--- src/rtl/fetch_stage.sv ---
// Instruction fetch stage: owns the PC, issues credit-limited word-aligned requests to
// variable-latency instruction memory and buffers in-order responses for decode.
module fetch_stage #(
    parameter logic [31:0] RESET_PC   = 32'h0000_0000,
    parameter int unsigned FIFO_DEPTH = 2
) (
    input  logic        clk,
    input  logic        rst,
    output logic        imem_req_valid,
    input  logic        imem_req_ready,
    output logic [31:0] imem_req_addr,
    input  logic        imem_resp_valid,
    input  logic [31:0] imem_resp_data,
    input  logic        redirect_valid,
    input  logic [31:0] redirect_pc,
    output logic        out_valid,
    input  logic        out_ready,
    output logic [31:0] out_instruction,
    output logic [31:0] out_pc
);

    localparam int unsigned CW = $clog2(FIFO_DEPTH + 1);
    localparam int unsigned PW = (FIFO_DEPTH > 1) ? $clog2(FIFO_DEPTH) : 1;
    localparam logic [PW-1:0] LAST_PTR = PW'(FIFO_DEPTH - 1);

    logic [31:0]   r_pc;
    logic [CW-1:0] r_outstanding;
    logic [CW-1:0] r_drop_count;
    logic [CW-1:0] r_fifo_count;

    // Address queue: PC of every outstanding request, oldest at r_aq_rd.
    logic [31:0]   r_aq_pc [FIFO_DEPTH];
    logic [PW-1:0] r_aq_wr;
    logic [PW-1:0] r_aq_rd;

    // Instruction buffer handed to decode.
    logic [31:0]   r_fq_instr [FIFO_DEPTH];
    logic [31:0]   r_fq_pc    [FIFO_DEPTH];
    logic [PW-1:0] r_fq_wr;
    logic [PW-1:0] r_fq_rd;

    logic w_credit;
    logic w_req_fire;
    logic w_resp_take;
    logic w_resp_drop;
    logic w_push;
    logic w_pop;
    logic w_unused;

    function automatic logic [PW-1:0] ptr_inc(input logic [PW-1:0] p);
        return (p == LAST_PTR) ? '0 : p + PW'(1);
    endfunction

    assign w_credit = (32'(r_outstanding) + 32'(r_fifo_count)) < FIFO_DEPTH;

    assign imem_req_valid = !rst && !redirect_valid && w_credit;
    assign imem_req_addr  = r_pc;
    assign out_valid      = !rst && !redirect_valid && (r_fifo_count != '0);
    assign out_instruction = r_fq_instr[r_fq_rd];
    assign out_pc          = r_fq_pc[r_fq_rd];

    // A response with nothing outstanding is a protocol error and is ignored.
    assign w_req_fire  = imem_req_valid && imem_req_ready;
    assign w_resp_take = !rst && imem_resp_valid && (r_outstanding != '0);
    assign w_resp_drop = w_resp_take && (r_drop_count != '0);
    assign w_push      = w_resp_take && !w_resp_drop && !redirect_valid;
    assign w_pop       = out_valid && out_ready;

    assign w_unused = ^redirect_pc[1:0];

    always_ff @(posedge clk) begin
        if (rst) begin
            r_pc          <= {RESET_PC[31:2], 2'b00};
            r_outstanding <= '0;
            r_drop_count  <= '0;
            r_fifo_count  <= '0;
            r_aq_wr       <= '0;
            r_aq_rd       <= '0;
            r_fq_wr       <= '0;
            r_fq_rd       <= '0;
        end else begin
            if (w_req_fire) begin
                r_aq_wr <= ptr_inc(r_aq_wr);
            end
            if (w_resp_take) begin
                r_aq_rd <= ptr_inc(r_aq_rd);
            end
            r_outstanding <= r_outstanding + CW'(w_req_fire) - CW'(w_resp_take);

            if (redirect_valid) begin
                // Every request still in flight is stale; one arriving now is consumed here.
                r_pc         <= {redirect_pc[31:2], 2'b00};
                r_drop_count <= r_outstanding - CW'(w_resp_take);
                r_fifo_count <= '0;
                r_fq_wr      <= '0;
                r_fq_rd      <= '0;
            end else begin
                if (w_req_fire) begin
                    r_pc <= r_pc + 32'd4;
                end
                if (w_resp_drop) begin
                    r_drop_count <= r_drop_count - CW'(1);
                end
                if (w_push) begin
                    r_fq_wr <= ptr_inc(r_fq_wr);
                end
                if (w_pop) begin
                    r_fq_rd <= ptr_inc(r_fq_rd);
                end
                r_fifo_count <= r_fifo_count + CW'(w_push) - CW'(w_pop);
            end
        end
    end

    always_ff @(posedge clk) begin
        if (w_req_fire) begin
            r_aq_pc[r_aq_wr] <= r_pc;
        end
        if (w_push) begin
            r_fq_instr[r_fq_wr] <= imem_resp_data;
            r_fq_pc[r_fq_wr]    <= r_aq_pc[r_aq_rd];
        end
    end

endmodule

--- config.mk ---
export PLATFORM = sky130hd
export DESIGN_NAME = fetch_stage
export DESIGN_NICKNAME = d
export VERILOG_FILES = /design/src/rtl/fetch_stage.sv
export SDC_FILE = /design/constraint.sdc
export NUM_CORES = 1
export LEC_CHECK = 0
export CAP_MARGIN = 25
export CORE_MARGIN = 1
export CORE_UTILIZATION = 60
export DETAILED_ROUTE_END_ITERATION = 10
export DONT_BUFFER_PORTS = 1
export PLACE_DENSITY = 0.76
export SLEW_MARGIN = 20
export SYNTH_ARGS = -nofsm -noshare
export SYNTH_HDL_FRONTEND = slang
export SYNTH_SLANG_ARGS = --single-unit
export TNS_END_PERCENT = 50
--- constraint.sdc ---
create_clock -name clk -period 6.1 [get_ports clk]
set_clock_uncertainty 0.1 [all_clocks]
set_input_delay 1.22 -clock clk [delete_from_list [all_inputs] [get_ports clk]]
set_output_delay 1.22 -clock clk [all_outputs]
set_load 0.03 [all_outputs]
==> run_results.csv <==
group,metric,value,unit
power_and_ir_drop,leakage,0.00325,uW
clock_tree,cts_buffers,23,
power_and_ir_drop,total_power,3160,uW
timing,tightest_slew,0.974,ns
timing,maxSlewViolCount,0,
yosys,yosys_warnings,0,
die,die_h,125,um
critical_path,cp-end-kind,"output pin",
clock_tree,htree_levels,1,
critical_path,start_kind,"input port",
yosys,avgSynthCellArea,15.2,um^2
yosys,yosysSeqAreaShare,69.7,%
route,dr.pass1.iters,8,
global_route,grt_pass1_vias,4983,
yosys,synth_top_family_by_area,"multiplexers",
die,die-area,15700,um^2
critical_path,crit_chain,"or2_2, nor3_1",
clock_tree,insertion_delay,0.50,ns
die,ios,168,
critical_path,slowest_delay,0.77,ns
power_and_ir_drop,cellInternalPower,2470,uW
clock_tree,hold_buffers,0,
route,wire_per_inst,21.7,um
cells_and_area,antennaDiodeCount,0,
route,drc,15,
clock_tree,tritoncts,"yes",
cells_and_area,drive_gt1_share,22.3,%
yosys,synth_ff_type,"edfxtp_1",
yosys,synthSimpleGateAreaFrac,8.94,%
clock_tree,numClockSinks,226,
placed_design,port-buffer-count,0,
power_and_ir_drop,switching_share,21.7,%
yosys,synth-adder-area-share,1.18,%
critical_path,path_class,"input port to output pin",
timing,slew_headroom,34.6,%
yosys,ys_ff_latch,226,
die,start_util,62.1,%
flow_run,drv_cap,0,
cells_and_area,syn_to_final_growth,9.26,%
timing,rsz0062_at_grt,"no",
timing,fmax,0.271,GHz
power_and_ir_drop,switchingPower,684,uW
critical_path,critPathTopFamily,"simple AND/OR/NAND/NOR gates",
clock_tree,cts_buffer_depth,3,
global_route,overflow,0,
placed_design,hpwl,11300,um
route,vias,5024,
die,std_cell_rows,44,
timing,setup_tns,0,ns
global_route,grt_first_pass_wirelength,27200,um
placed_design,place_inst,762,
power_and_ir_drop,seqPwrFrac,56.4,%
global_route,grt_max_degree,44,
status,violations,"DRC",
timing,worst_slack,2.42,ns
timing,period_share,60.4,%
route,first_iter_violations,389,
worst_hold_path,hp-class,"register to register",
yosys,netlist_area,9130,um^2
global_route,antenna_found_initial,0,
die,core_area,14700,um^2
clock_tree,post_cts_buffers,0,
timing,min_period,3.68,ns
route,ant_nets,0,
cells_and_area,fin_cells,803,
yosys,synthXorXnorAreaFrac,1.53,%
yosys,synth-async-reset-ratio,0,%
critical_path,cp.arrival,2.36,ns
route,wirelength,17400,um
placed_design,dpl_worst_slack,2.20,ns
critical_path,crit_buf_inv,0,
critical_path,worstPathRequired,4.78,ns
yosys,synth-compound-area-share,5.07,%
yosys,synth_mux_area_share,11.3,%
power_and_ir_drop,vdd_drop_max,0.224,mV
route,viasPerCell,6.26,
yosys,synth-edff-count,184,
power_and_ir_drop,p_per_area,316,nW/um^2
die,die_x,125,um
placed_design,gp_congestion,0.847,
power_and_ir_drop,clkPwrFrac,39.2,%
timing,hold_violations,0,
critical_path,path_max_fanout,42,
clock_tree,clk_pin_slew,0.06,ns
cells_and_area,layout.nets,682,
cells_and_area,fin_util,67.9,%
clock_tree,clockRootBuffer,"clkbuf_16",
cells_and_area,nFillCells,989,
timing,finalSetupViolCount,0,
critical_path,worst_path_max_delay_cell,"nor3_1",
clock_tree,post_cts_resized,0,
power_and_ir_drop,power_frac_comb,4.5,%
status,status,"finished, violations left",
global_route,grt_use_total,22.3,%
yosys,synth_cells,599,
yosys,ys_types,58,
==> routing by layer <==
metal  routed length [um]  track usage, %  vias to the layer above  share of wire [%]
li1                     -               -                     2324                  -
met1                 6890            28.1                     2449                 40
met2                 8460            36.8                      218                 49
met3                 1740            7.32                       33                 10
met4                  337            7.03                        0                1.9
met5                    0               0                        -                  0
==> cell usage in the layout, fill, tap and decap left out, types with 3 or more instances in the layout <==
cell type / n
xor2_1: 7
clkbuf_1: 7
or3_1: 6
dfxtp_1: 41
nand3_1: 12
nor2b_1: 4
edfxtp_1: 184
nor3_1: 10
nor2_1: 34
o31a_1: 5
clkinv_2: 4
conb_1: 4
or4_1: 6
and2_1: 3
inv_1: 17
and3_1: 8
clkbuf_16: 23
nand4_1: 8
a311oi_1: 10
a211oi_1: 9
xnor2_1: 9
mux2_2: 92
a21oi_1: 7
o21ai_0: 4
a2111oi_0: 6
nor4_1: 6
clkinv_1: 5
ha_1: 7
o31ai_1: 5
buf_4: 6
nand2_1: 26
and4_1: 7
==> worst paths after layout <==
path,startpoint,endpoint,slack [ns],cells after the start
min,r_aq_wr,r_aq_wr,0.37,2
max,redirect_valid,imem_req_valid,2.42,2
max reg2reg,r_outstanding[0],r_aq_pc[0][26],2.70,6
min reg2reg,r_aq_wr,r_aq_wr,0.37,2
==> cell type report <==
| type | instances | area, um^2 | area share (%) |
|---|---|---|---|
| Tap cell | 184 | 230 | 2.31 |
| Clock inverter | 9 | 42.5 | 0.426 |
| Clock buffer | 31 | 616 | 6.17 |
| Multi-Input combinational cell | 328 | 2590 | 26.0 |
| Timing Repair Buffer | 7 | 60.1 | 0.602 |
| Sequential cell | 226 | 6370 | 63.8 |
| Inverter | 18 | 67.6 | 0.677 |
==> flip-flops by register name, indices dropped and copies added, names as in the netlist, 2 cells and up, named ones only <==
signal,flops
imem_req_addr,30
r_aq_pc,60
r_drop_count,2
r_fifo_count,2
r_fq_instr,64
r_fq_pc,60
r_outstanding,2
==> kinds of logic after synthesis <==
| logic type | count (synthesis) |
|---|---|
| AO/OA/AOI/OAI | 60 |
| XOR/XNOR | 16 |
| adder cells (fa/ha/maj) | 8 |
| buffers and inverters | 48 |
| flip-flops | 226 |
| multiplexers | 92 |
| other | 1 |
| AND/OR/NAND/NOR | 148 |
==> through the flow <==
| step | instance area [um^2] | hold WS, ns |
|---|---|---|
| after floorplan | 9140 | 0.341 |
| after global placement | 9300 | 0.343 |
| after detailed placement | 9300 | 0.366 |
| after CTS | 9960 | 0.373 |
| after global routing | 9980 | 0.402 |
| final | 9980 | 0.371 |
==> power by group through the flow <==
| stage | registers, uW | clock network [uW] | logic (uW) |
|---|---|---|---|
| CTS | 1780 | 1260 | 140 |
| global route | 1780 | 1330 | 153 |
| floorplan | 1790 | 0 | 122 |
| finish | 1780 | 1240 | 141 |
| global placement | 1810 | 0 | 133 |
| detailed placement | 1810 | 0 | 138 |
==> cell usage after synthesis, types with 2 or more instances <==
library cell / instances / area [um^2]
nor4b_1: 2 / 17.5
ha_1: 7 / 87.6
edfxtp_1: 184 / 5530
mux2_2: 92 / 1040
a311oi_1: 10 / 87.6
nand4_1: 8 / 50.1
inv_1: 17 / 63.8
buf_2: 2 / 10.0
a211oi_1: 9 / 67.6
nor4_1: 6 / 37.5
nor2_1: 36 / 135
or3_1: 6 / 37.5
o311ai_0: 2 / 17.5
o31a_1: 5 / 43.8
o31ai_1: 5 / 37.5
buf_1: 3 / 11.3
nor2b_1: 4 / 25.0
a21oi_1: 7 / 35.0
xor2_1: 7 / 61.3
xnor2_1: 9 / 78.8
o21ai_0: 4 / 20.0
a2111oi_0: 6 / 52.6
nand3_1: 12 / 60.1
clkbuf_1: 21 / 78.8
a31oi_1: 2 / 12.5
nor3_1: 10 / 50.1
buf_4: 4 / 30.0
and2_1: 3 / 18.8
or4_1: 6 / 45.0
and4_1: 7 / 61.3
dfxtp_1: 42 / 841
nand2_1: 26 / 97.6
and3_1: 8 / 50.1
nand3b_1: 2 / 15.0
o21a_1: 2 / 15.0
Note: power is estimated with default switching activity, not from simulation.
